$ cat src/rtl/gate_test_seq.sv
// gate_test_seq
//   Test sequencer for a two-input basic gate. It walks the gate inputs
//   through vectors 0..3, holds each one for a settle period, samples the
//   gate output and compares it against the EXPECT truth table. A pass
//   count and a sticky fail flag are kept for the board LEDs.
//
// Parameters
//   EXPECT          bit i = expected dut_x when {dut_a,dut_b} == i
//   SETTLE_CYCLES   cycles a vector is held before it is sampled (>= 1)
//   DEBOUNCE_CYCLES stable cycles needed to accept a button change (>= 1)
//
// Ports
//   clk       system clock, rising edge
//   rst       asynchronous active-high reset
//   btn_step  raw pushbutton, asynchronous to clk
//   run       level; while high the vectors sweep automatically
//   dut_a     gate input a (vec[1])
//   dut_b     gate input b (vec[0])
//   dut_x     gate output under test
//   vec       current vector index 0..3
//   pass_cnt  number of matching vectors 0..4
//   fail      sticky mismatch flag
//   busy      high while settling or checking
//   done      high once all four vectors have been checked
module gate_test_seq #(
  parameter logic [3:0] EXPECT          = 4'b1000,
  parameter int         SETTLE_CYCLES   = 2,
  parameter int         DEBOUNCE_CYCLES = 16
) (
  input  logic       clk,
  input  logic       rst,
  input  logic       btn_step,
  input  logic       run,
  output logic       dut_a,
  output logic       dut_b,
  input  logic       dut_x,
  output logic [1:0] vec,
  output logic [2:0] pass_cnt,
  output logic       fail,
  output logic       busy,
  output logic       done
);

  localparam int SW = (SETTLE_CYCLES > 1) ? $clog2(SETTLE_CYCLES) : 1;
  localparam int DW = (DEBOUNCE_CYCLES > 1) ? $clog2(DEBOUNCE_CYCLES) : 1;
  localparam logic [SW-1:0] SETTLE_LAST = SW'(SETTLE_CYCLES - 1);
  localparam logic [DW-1:0] DB_LAST     = DW'(DEBOUNCE_CYCLES - 1);

  typedef enum logic [1:0] {
    S_IDLE   = 2'd0,
    S_SETTLE = 2'd1,
    S_CHECK  = 2'd2,
    S_DONE   = 2'd3
  } state_t;

  // Button path state
  logic          sync1_q, sync1_d;
  logic          sync2_q, sync2_d;
  logic          db_lvl_q, db_lvl_d;
  logic [DW-1:0] db_cnt_q, db_cnt_d;
  logic          step_q, step_d;

  // Sequencer state
  state_t        state_q, state_d;
  logic [SW-1:0] settle_cnt_q, settle_cnt_d;
  logic [1:0]    vec_q, vec_d;
  logic [2:0]    pass_cnt_q, pass_cnt_d;
  logic          fail_q, fail_d;
  logic          busy_q, busy_d;
  logic          done_q, done_d;

  logic          trig;

  // Stage: synchronize and debounce the pushbutton, emit a press pulse
  always_comb begin
    sync1_d  = btn_step;
    sync2_d  = sync1_q;
    db_lvl_d = db_lvl_q;
    db_cnt_d = '0;
    if (sync2_q != db_lvl_q) begin
      if (db_cnt_q == DB_LAST) begin
        db_lvl_d = sync2_q;
      end else begin
        db_cnt_d = db_cnt_q + DW'(1);
      end
    end
    // Only the press edge produces a pulse; release is silent.
    step_d = db_lvl_d & ~db_lvl_q;
  end

  assign trig = step_q | run;

  // Stage: vector sequencer and result accumulation
  always_comb begin
    state_d      = state_q;
    settle_cnt_d = settle_cnt_q;
    vec_d        = vec_q;
    pass_cnt_d   = pass_cnt_q;
    fail_d       = fail_q;
    unique case (state_q)
      S_IDLE: begin
        if (trig) begin
          state_d      = S_SETTLE;
          settle_cnt_d = '0;
        end
      end
      S_SETTLE: begin
        // A press arriving here or in CHECK is simply ignored.
        if (settle_cnt_q == SETTLE_LAST) begin
          state_d = S_CHECK;
        end else begin
          settle_cnt_d = settle_cnt_q + SW'(1);
        end
      end
      S_CHECK: begin
        if (dut_x == EXPECT[vec_q]) begin
          pass_cnt_d = pass_cnt_q + 3'd1;
        end else begin
          fail_d = 1'b1;
        end
        if (vec_q == 2'd3) begin
          state_d = S_DONE;
        end else begin
          vec_d   = vec_q + 2'd1;
          state_d = S_IDLE;
        end
      end
      S_DONE: begin
        // Restart returns to IDLE only; vector 0 needs a fresh trigger.
        if (step_q) begin
          pass_cnt_d = '0;
          fail_d     = 1'b0;
          vec_d      = '0;
          state_d    = S_IDLE;
        end
      end
      default: state_d = S_IDLE;
    endcase
    busy_d = (state_d == S_SETTLE) || (state_d == S_CHECK);
    done_d = (state_d == S_DONE);
  end

  always_ff @(posedge clk or posedge rst) begin
    if (rst) begin
      sync1_q      <= 1'b0;
      sync2_q      <= 1'b0;
      db_lvl_q     <= 1'b0;
      db_cnt_q     <= '0;
      step_q       <= 1'b0;
      state_q      <= S_IDLE;
      settle_cnt_q <= '0;
      vec_q        <= '0;
      pass_cnt_q   <= '0;
      fail_q       <= 1'b0;
      busy_q       <= 1'b0;
      done_q       <= 1'b0;
    end else begin
      sync1_q      <= sync1_d;
      sync2_q      <= sync2_d;
      db_lvl_q     <= db_lvl_d;
      db_cnt_q     <= db_cnt_d;
      step_q       <= step_d;
      state_q      <= state_d;
      settle_cnt_q <= settle_cnt_d;
      vec_q        <= vec_d;
      pass_cnt_q   <= pass_cnt_d;
      fail_q       <= fail_d;
      busy_q       <= busy_d;
      done_q       <= done_d;
    end
  end

  assign vec      = vec_q;
  assign dut_a    = vec_q[1];
  assign dut_b    = vec_q[0];
  assign pass_cnt = pass_cnt_q;
  assign fail     = fail_q;
  assign busy     = busy_q;
  assign done     = done_q;

endmodule

$ cat config.mk
export PLATFORM = sky130hd
export DESIGN_NAME = gate_test_seq
export DESIGN_NICKNAME = d
export VERILOG_FILES = /design/src/rtl/gate_test_seq.sv
export SDC_FILE = /design/constraint.sdc
export NUM_CORES = 1
export LEC_CHECK = 0
export ABC_AREA = 0
export CORE_UTILIZATION = 39
export DETAILED_ROUTE_END_ITERATION = 12
export PLACE_DENSITY = 0.59
export SLEW_MARGIN = 20
export SYNTH_ARGS = -nofsm -noshare
export SYNTH_HDL_FRONTEND = slang
export SYNTH_SLANG_ARGS = --single-unit
$ cat constraint.sdc
create_clock -name clk -period 1.8 [get_ports clk]
set_clock_uncertainty 0.1 [all_clocks]
set_input_delay 0.18 -clock clk [delete_from_list [all_inputs] [get_ports clk]]
set_output_delay 0.18 -clock clk [all_outputs]
set_load 0.05 [all_outputs]
==> summary.txt, run 1 <==
status = completed
CTS tree = yes
critical path capture point type = output pin
Crit Path Class = reg -> out
nets = 105
Clock transition at path regs = 110 ps
H-tree Lvls = 1
fmax = 0.588 GHz
Initial Utilization = 42.5%
routability cong. = 0.749
Req. time, crit path = 1520 ps
# Post-CTS Setup Buffers = 0
RSZ-0062 raised after global routing = false
worst hold path type = in -> reg
Synth Area in Simple Gates = 12.4%
Mapped Avg Cell Area = 11.4 um^2
via count = 571
CP max FO = 1
synth unique cells = 25
IO Count = 15
Worst Path Buf+Inv = 1
Iter 0 DRT Violations = 10
DR pass1 iterations = 4
Clk pwr share = 11.3%
maximum VDD drop = 1.35 mV
Seq/Total Area, Yosys = 55.4%
final setup fails = 0
Inserted Clock Buffers = 3
Tcrit/Tclk final = 94.4%
Rows = 16
dpl hpwl = 1.06 mm
Vias/cell = 4.68
largest net degree at the start of global routing = 14
initial antenna violation count = 0
Yosys Warn Count = 0
slowest cell on the critical path = clkdlybuf4s50_1
share of layout cells above drive strength 1 = 20.0%
slew margin rel. = 66.6%
synthesized flop and latch total = 19
Critical Path, Cell by Cell = clkdlybuf4s50_1
clock sinks = 19
Net Sw Power = 0.848 mW
Fill cells = 173
total power = 1.87 mW
net count after synthesis = 84
register area = 478 um^2
core area = 2020 um^2
Finished Cell Area = 1070 um^2
clock buffer depth = 2
Leak = 0.475 nW
Worst Max-Slew Pin Slew = 500 ps
DIE AREA = 2390 um^2
Logic pwr share = 53.3%
pwr dens = 1750 nW/um^2
multiplexer area fraction after synthesis = 4.81%
final wirelength = 1.41 mm
Post-Synth XOR/XNOR Area = 3.06%
# DRC = 0
Syn Inst Count = 75
critical path's top delay family = buffers and inverters
first-pass GRT wire length = 2.46 mm
utilization after layout = 53.0%
largest family of logic cells by synthesized area = compound AO/OA/AOI/OAI gates
Pins Over Slew Limit = 0
switching part of the total = 45.4%
die width = 48.9 um
startpoint types = flip-flop
Routed Antenna Nets = 0
synthesis-to-finish area growth = 24.8%
Multi-input gate area = 348 um^2
Post-Synthesis Cell Area = 858 um^2
Int Pwr = 1.02 mW
vias in the first global route = 555
ANT cells = 0
clk_lat worst skew = 290 ps
final hold vios = 0
Placed Area = 1030 um^2
max incr delay on CP = 800 ps
Sum Neg Setup Slack = 0 ps
critical path arrival = 1420 ps
maxcap violations = 0
routed length per instance = 11.5 um
Post-Synth Adder-Cell Area = 5.83%
Synth Area in Compound Gates = 14.4%
Root Driver = clkbuf_4
share of power burned in registers = 35.4%
min cycle time layout = 1700 ps
Total Routing Usage GR = 13.9%
GRT overflow = 0
PortBufs = 14
Die Ht = 48.9 um
worst register-to-register path, delay by kind of cell, from the launching register on:
kind            cells  cell delay (ps)
fa+ha+maj           2              580
flops               1              440
compound gates      2              310
simple gates        1              150
final timing paths:
check	from	end	slack (ps)	cells past startpoint
setup reg to reg	vec[1]	busy	120	5
min in group asynchronous	rst	settle_cnt_q	540	3
hold reg to reg	sync1_q	sync2_q	270	0
setup / recovery	busy	busy	100	1
hold / removal	btn_step	sync1_q	210	1
max in group asynchronous	rst	pass_cnt[2]	610	4
state kept, by name, summed over array words and instances, names as in the netlist:
signal        count
vec               2
done              1
pass_cnt          3
db_cnt_q          4
settle_cnt_q      1
busy              1
fail              1
step_q            1
sync2_q           1
state_q           2
db_lvl_q          1
sync1_q           1
routing by layer:
metal	vias up	track usage (%)	wire length, um
li1	303	-	-
met1	257	18.4	740
met2	9	21.5	610
met3	2	2.49	48
met4	0	7.35	9
met5	-	0	0
power by group through the flow:
stage          registers (mW)  logic (mW)  clock network [mW]
2_1_floorplan           0.887       0.493                   0
3_3_place_gp            0.667       0.985                   0
3_5_place_dp            0.674        1.00                   0
4_1_cts                 0.663        1.01               0.229
5_1_grt                 0.683        1.07               0.242
6_report                0.661       0.996               0.212
stage by stage:
stage	instances	setup WS [ps]	hold slack (ps)
5_1_grt	122	35.1	194
3_3_place_gp	117	77.5	234
6_report	122	101	208
4_1_cts	122	37.5	190
2_1_floorplan	75	23.0	31.0
3_5_place_dp	117	63.2	243
synthesized netlist by cell type:
library cell / n / area (um^2)
dfrtp_1: 19 / 475
o21ai_0: 10 / 50.1
ha_1: 4 / 50.1
nor2b_1: 4 / 25.0
o2bb2ai_1: 4 / 35.0
a21oi_1: 3 / 15.0
inv_1: 3 / 11.3
mux2i_1: 3 / 30.0
nand2_1: 3 / 11.3
nor3b_1: 3 / 22.5
xnor2_1: 3 / 26.3
buf_4: 2 / 15.0
nor2_1: 2 / 7.51
a211o_1: 1 / 8.76
a22oi_1: 1 / 7.51
and2_1: 1 / 6.26
and2b_1: 1 / 7.51
and3_1: 1 / 6.26
buf_2: 1 / 5.00
clkbuf_1: 1 / 3.75
mux2_2: 1 / 11.3
nand2b_1: 1 / 6.26
nand3_1: 1 / 5.00
nand4b_1: 1 / 8.76
o31ai_1: 1 / 7.51
cells in the final DEF (no fill, tap or decap):
cell type | Yosys | layout
xnor2_1 | 3 | 3
dfrtp_1 | 19 | 17
dlygate4sd3_1 | 0 | 1
nand4b_1 | 1 | 1
nand3_1 | 1 | 1
and2_1 | 1 | 1
o21ai_0 | 10 | 9
dfrtp_2 | 0 | 2
and3_1 | 1 | 1
nand2_1 | 3 | 3
o31ai_1 | 1 | 1
o2bb2ai_1 | 4 | 4
ha_1 | 4 | 4
nor2_1 | 2 | 2
and2b_1 | 1 | 1
clkinv_2 | 0 | 1
a21oi_1 | 3 | 3
nand2b_1 | 1 | 1
nor3b_1 | 3 | 3
inv_1 | 3 | 3
nor2b_1 | 4 | 4
a211o_1 | 1 | 1
o21ai_1 | 0 | 1
mux2i_1 | 3 | 3
buf_4 | 2 | 12
a22oi_1 | 1 | 1
mux2_2 | 1 | 1
clkdlybuf4s50_1 | 0 | 6
dlymetal6s2s_1 | 0 | 1
clkbuf_4 | 0 | 3
kinds of logic (layout without fill, tap and decap cells):
logic type / Yosys count / in the layout
adders and majority gates: 4 / 4
buffers and inverters: 7 / 27
AOI/OAI and AO/OA: 20 / 20
and+or+nand+nor: 18 / 18
DFF: 19 / 19
xor gates and xnor gates: 3 / 3
muxes: 4 / 4
area by class of cell:
cell class | instances | share of cell area, %
sequential | 19 | 44.6
multi-input combinational | 49 | 32.5
clock inverter | 1 | 0.467
clock buffer | 3 | 2.10
tap | 27 | 3.15
timing repair buffer | 20 | 16.1
inverter | 3 | 1.05
what timing repair did:
item,4_1_cts,5_1_grt
hold buffers,1,0
endpoints found under the hold margin,6,0
gates resized for setup,0,2
endpoints found under the setup margin,0,2
(Power assumes the default switching activity.)
==> run 2: changes to the inputs <==
==> constraint.sdc (replaced) <==
create_clock -name clk -period 2.05 [get_ports clk]
set_clock_uncertainty 0.1 [all_clocks]
set_input_delay 0.205 -clock clk [delete_from_list [all_inputs] [get_ports clk]]
set_output_delay 0.205 -clock clk [all_outputs]
set_load 0.05 [all_outputs]
==> summary.txt, run 2 (synthesis results as in run 1) <==
Logic pwr share = 51.2% (-2.1 points)
Multi-input gate area = 348 um^2 (unchanged)
final wirelength = 1.41 mm (+0.28%)
R2R depth = 5 (unchanged)
ANT cells = 0 (unchanged)
Req. time, crit path = 1750 ps (+230 ps)
via count = 585 (+2.5%)
Critical Path, Cell by Cell = clkdlybuf4s50_1
share of layout cells above drive strength 1 = 8.70% (-11 points)
met2 wire length = 631 um (+3.4%)
Clk pwr share = 11.6% (+0.3 points)
GRT overflow = 0 (unchanged)
maximum VDD drop = 0.959 mV (-29%)
RSZ-0062 raised after global routing = false
Root Driver = clkbuf_4
max incr delay on CP = 830 ps (+30 ps)
nets = 102 (-2.9%)
routed length per instance = 11.9 um (+2.8%)
clock buffer depth = 2 (unchanged)
largest net degree at the start of global routing = 20 (+6)
DR pass1 iterations = 2 (-2)
Sum Neg Setup Slack = 0 ps (unchanged)
Tcrit/Tclk final = 90.8%
Worst Path Buf+Inv = 1 (unchanged)
Rows = 16 (unchanged)
core area = 2020 um^2 (unchanged)
most common cell after layout, fill and taps aside = dfrtp_1
vias in the first global route = 572 (+3.1%)
die width = 48.9 um (unchanged)
Worst Max-Slew Pin Slew = 492 ps (-7.42 ps)
met3 wire length = 35 um (-27%)
Clock transition at path regs = 110 ps (about the same)
switching part of the total = 45.5% (+0.077 points)
RR Endpoint = busy
Iter 0 DRT Violations = 3 (-7)
IO Count = 15 (unchanged)
H-tree Lvls = 1 (unchanged)
status = completed
slowest cell on the critical path = clkdlybuf4s50_1
initial antenna violation count = 0 (unchanged)
clock sinks = 19 (unchanged)
register area = 475 um^2 (-0.52%)
# Post-CTS Setup Buffers = 0 (unchanged)
maxcap violations = 0 (unchanged)
worst hold path type = in -> async
Vias/cell = 4.92 (+5.0%)
post-CTS resize count = 0 (unchanged)
slew margin rel. = 67.1% (+0.50 points)
min cycle time layout = 1860 ps
uppermost layer routed = met4
first-pass GRT wire length = 2.65 mm (+7.6%)
Pins Over Slew Limit = 0 (unchanged)
# DRC = 0 (unchanged)
Finished Layout Cells = 119 (-2.5%)
pwr dens = 1540 nW/um^2 (-12%)
synthesis-to-finish area growth = 23.3%
Initial Utilization = 42.5% (unchanged)
final setup fails = 0 (unchanged)
critical path's top delay family = buffers and inverters
critical path arrival = 1560 ps (+140 ps)
Net Sw Power = 0.739 mW (-13%)
Total Routing Usage GR = 14.6% (+0.77 points)
most frequent cells in the layout = dfrtp_1, clkdlybuf4s50_1, o21ai_0
Reg-to-Reg Start = vec[0]
Routed Antenna Nets = 0 (unchanged)
M1 WL = 737 um (-0.41%)
CTS tree = yes
clk_lat worst skew = 290 ps (about the same)
routability cong. = 0.787 (+5.1%)
Fill cells = 189 (+9.2%)
startpoint types = flip-flop
Leak = 0.458 nW (-3.6%)
Largest register FFs = 4 (unchanged)
fmax = 0.537 GHz
critical path capture point type = output pin
Int Pwr = 0.886 mW (-13%)
DIE AREA = 2390 um^2 (unchanged)
Crit Path Class = reg -> out
CP max FO = 5 (+4)
final hold vios = 0 (unchanged)
share of power burned in registers = 37.2% (+1.8 points)
Reg2Reg Setup Slack = 240 ps (+120 ps)
DP Cell Count = 115 (-1.7%)
Inserted Clock Buffers = 3 (unchanged)
dpl hpwl = 1.00 mm (-5.2%)
largest reg by FF count = db_cnt_q
CTS Hold Bufs = 0 (-1)
Die Ht = 48.9 um (unchanged)
Setup WS pre-CTS = 247 ps (+184 ps)
final worst slack = 188 ps (+87.7 ps)
PortBufs = 14 (unchanged)
[run 2: changes by cell type in the layout (fill, tap and decap cells not counted), sizes merged]
cell	delta
dlygate4sd3	-1
clkdlybuf4s50	+8
buf	-9
dlymetal6s2s	-1
[run 2: worst max-delay path by stage]
stage | cells after the start | startpoint | endpoint | slack [ps]
global route | 5 | vec[1] | busy | 30
floorplan | 5 | vec[1] | busy | 160
detailed placement | 5 | vec[1] | busy | 250
finish | 1 | vec[0] | vec[0] | 190
global placement | 5 | vec[0] | busy | 330
CTS | 1 | vec[0] | vec[0] | 170
[run 2: layout make-up]
| type | instances | share of cell area, % |
|---|---|---|
| Inverter | 3 | 1.06 |
| Multi-Input combinational cell | 49 | 32.9 |
| Timing Repair Buffer | 17 | 15.4 |
| Clock inverter | 1 | 0.473 |
| Tap cell | 27 | 3.19 |
| Sequential cell | 19 | 44.9 |
| Clock buffer | 3 | 2.13 |
[run 2: routing by layer]
layer  global-route usage, %  vias to the layer above
li1                        -                      294
met1                    20.1                      280
met2                    22.7                        9
met3                    1.87                        2
met4                    7.35                        0
met5                       0                        -
[run 2: per-stage QoR]
stage | total power, mW | hold slack [ps] | cell area, um^2 | util [%]
finish | 1.63 | 104 | 1060 | 52.4
global route | 1.76 | 122 | 1060 | 52.4
CTS | 1.65 | 105 | 1060 | 52.4
detailed placement | 1.46 | 243 | 1030 | 51.0
global placement | 1.43 | 233 | 1030 | 51.0
floorplan | 1.21 | 56.1 | 858 | -
[run 2: power by group through the flow]
stage	Combinational, mW	Sequential [mW]	Clock (mW)
after floorplan	0.433	0.775	0
after global placement	0.828	0.606	0
after detailed placement	0.842	0.613	0
after CTS	0.845	0.606	0.199
after global routing	0.916	0.629	0.214
final	0.832	0.605	0.189
[run 2: worst register-to-register path, stage by stage (launching register included)]
cell and delay, ps:
dfrtp_1 440, ha_1 260, nor2b_1 150, o21ai_0 260
o21ai_0 190, ha_1 320
==> run 3: changes to the inputs <==
==> constraint.sdc (replaced) <==
create_clock -name clk -period 2.15 [get_ports clk]
set_clock_uncertainty 0.1 [all_clocks]
set_input_delay 0.215 -clock clk [delete_from_list [all_inputs] [get_ports clk]]
set_output_delay 0.215 -clock clk [all_outputs]
set_load 0.05 [all_outputs]
==> summary.txt, run 3 (synthesis results as in run 1) <==
clock sinks = 19 (unchanged)
Sum Neg Setup Slack = 0 ps (unchanged)
Placed Area = 1020 um^2 (-1.5%)
clock buffer depth = 2 (unchanged)
vias in the first global route = 541 (-5.4%)
final hold vios = 0 (unchanged)
critical path capture point type = output pin
switching part of the total = 45.3% (-0.14 points)
Crit Path Class = reg -> out
most common cell after layout, fill and taps aside = dfrtp_1
post-CTS resize count = 0 (unchanged)
final hold slack = 218 ps (+115 ps)
DR pass1 iterations = 1 (-1)
core area = 2020 um^2 (unchanged)
Pins Over Slew Limit = 0 (unchanged)
Finished Cell Area = 1040 um^2 (-1.5%)
Total Routing Usage GR = 13.5% (-1.1 points)
via count = 570 (-2.6%)
max incr delay on CP = 830 ps (about the same)
# DRC = 0 (unchanged)
synthesis-to-finish area growth = 21.4%
pwr dens = 1470 nW/um^2 (-4.3%)
final setup fails = 0 (unchanged)
CTS Hold Bufs = 0 (unchanged)
Critical path origin = vec[0]
met1 global-route usage = 19.8% (-0.32 points)
DP Cell Count = 113 (-1.7%)
Reg-to-Reg Start = vec[0]
Req. time, crit path = 1840 ps (+90 ps)
clk_lat worst skew = 290 ps (about the same)
gr busiest metal = met1
critical path arrival = 1560 ps (about the same)
share of power burned in registers = 37.3% (about the same)
nets = 100 (-2.0%)
Int Pwr = 0.837 mW (-5.5%)
Leak = 0.445 nW (-2.7%)
ANT cells = 0 (unchanged)
Multi-input gate area = 348 um^2 (unchanged)
DIE AREA = 2390 um^2 (unchanged)
critical path's top delay family = buffers and inverters
Inserted Clock Buffers = 3 (unchanged)
Iter 0 DRT Violations = 0 (-3)
first-pass GRT wire length = 2.45 mm (-7.6%)
PortBufs = 14 (unchanged)
# Post-CTS Setup Buffers = 0 (unchanged)
maximum VDD drop = 1.02 mV (+6.4%)
most frequent cells in the layout = dfrtp_1, clkdlybuf4s50_1, o21ai_0
Tcrit/Tclk final = 87.0%
slowest cell on the critical path = clkdlybuf4s50_1
share of layout cells above drive strength 1 = 5.56% (-3.1 points)
GRT overflow = 0 (unchanged)
initial antenna violation count = 0 (unchanged)
RSZ-0062 raised after global routing = false
worst hold path type = in -> async
Net Sw Power = 0.694 mW (-6.1%)
die width = 48.9 um (unchanged)
startpoint types = flip-flop
utilization after layout = 51.5% (-0.80 points)
Critical Path, Cell by Cell = clkdlybuf4s50_1
routed length per instance = 11.8 um (-0.81%)
Finished Layout Cells = 117 (-1.7%)
Clk pwr share = 11.6% (about the same)
Logic pwr share = 51.1% (about the same)
M3 GR Usage = 2.49% (+0.62 points)
CTS tree = yes
H-tree Lvls = 1 (unchanged)
IO Count = 15 (unchanged)
largest net degree at the start of global routing = 20 (unchanged)
GRT met2 Usage = 18.8% (-3.9 points)
slew margin rel. = 53.6% (-13 points)
CP max FO = 5 (unchanged)
status = completed
final wirelength = 1.38 mm (-2.5%)
min cycle time layout = 1870 ps
routability cong. = 0.786 (-0.10%)
Fill cells = 194 (+2.6%)
fmax = 0.535 GHz
Vias/cell = 4.87 (-0.90%)
Largest register FFs = 4 (unchanged)
Root Driver = clkbuf_4
Worst Max-Slew Pin Slew = 696 ps (+203 ps)
largest reg by FF count = db_cnt_q
Initial Utilization = 42.5% (unchanged)
Routed Antenna Nets = 0 (unchanged)
maxcap violations = 0 (unchanged)
register area = 475 um^2 (unchanged)
Worst Path Buf+Inv = 1 (unchanged)
Rows = 16 (unchanged)
Clock transition at path regs = 100 ps (about the same)
dpl hpwl = 989 um (-1.3%)
Die Ht = 48.9 um (unchanged)
[run 3: changes by cell type in the layout (fill, tap and decap cells not counted), sizes merged]
cell and change:
buf -2, clkbuf +1, clkinv -1
[run 3: final timing paths]
check | slack, ps | cells past startpoint | endpoint
setup / recovery | 280 | 1 | dut_b
hold / removal | 220 | 2 | settle_cnt_q
setup reg to reg | 400 | 5 | busy
hold reg to reg | 260 | 0 | sync2_q
max in group asynchronous | 1290 | 2 | pass_cnt[2]
min in group clk | 250 | 1 | sync1_q
[run 3: metrics by stage]
stage | worst slack (ps) | total power, mW
after floorplan | 258 | 1.15
after global placement | 431 | 1.35
after detailed placement | 392 | 1.37
after CTS | 256 | 1.55
after global routing | 223 | 1.63
final | 279 | 1.53
[run 3: power by group through the flow]
stage	logic (mW)	clock network (mW)	registers [mW]
after floorplan	0.413	0	0.739
after global placement	0.775	0	0.579
after detailed placement	0.787	0	0.581
after CTS	0.790	0.187	0.573
after global routing	0.842	0.196	0.596
final	0.783	0.177	0.571
[run 3: final cells by class]
class                      instances  area share [%]
tap                               27            3.24
inverter                           3            1.08
multi-input combinational         49            33.4
timing repair buffer              15            14.2
sequential                        19            45.6
clock buffer                       4            2.52
[run 3: per-layer routing]
metal | vias to the layer above | wire (um)
li1 | 295 | -
met1 | 264 | 736
met2 | 9 | 588
met3 | 2 | 45
met4 | 0 | 7
met5 | - | 0
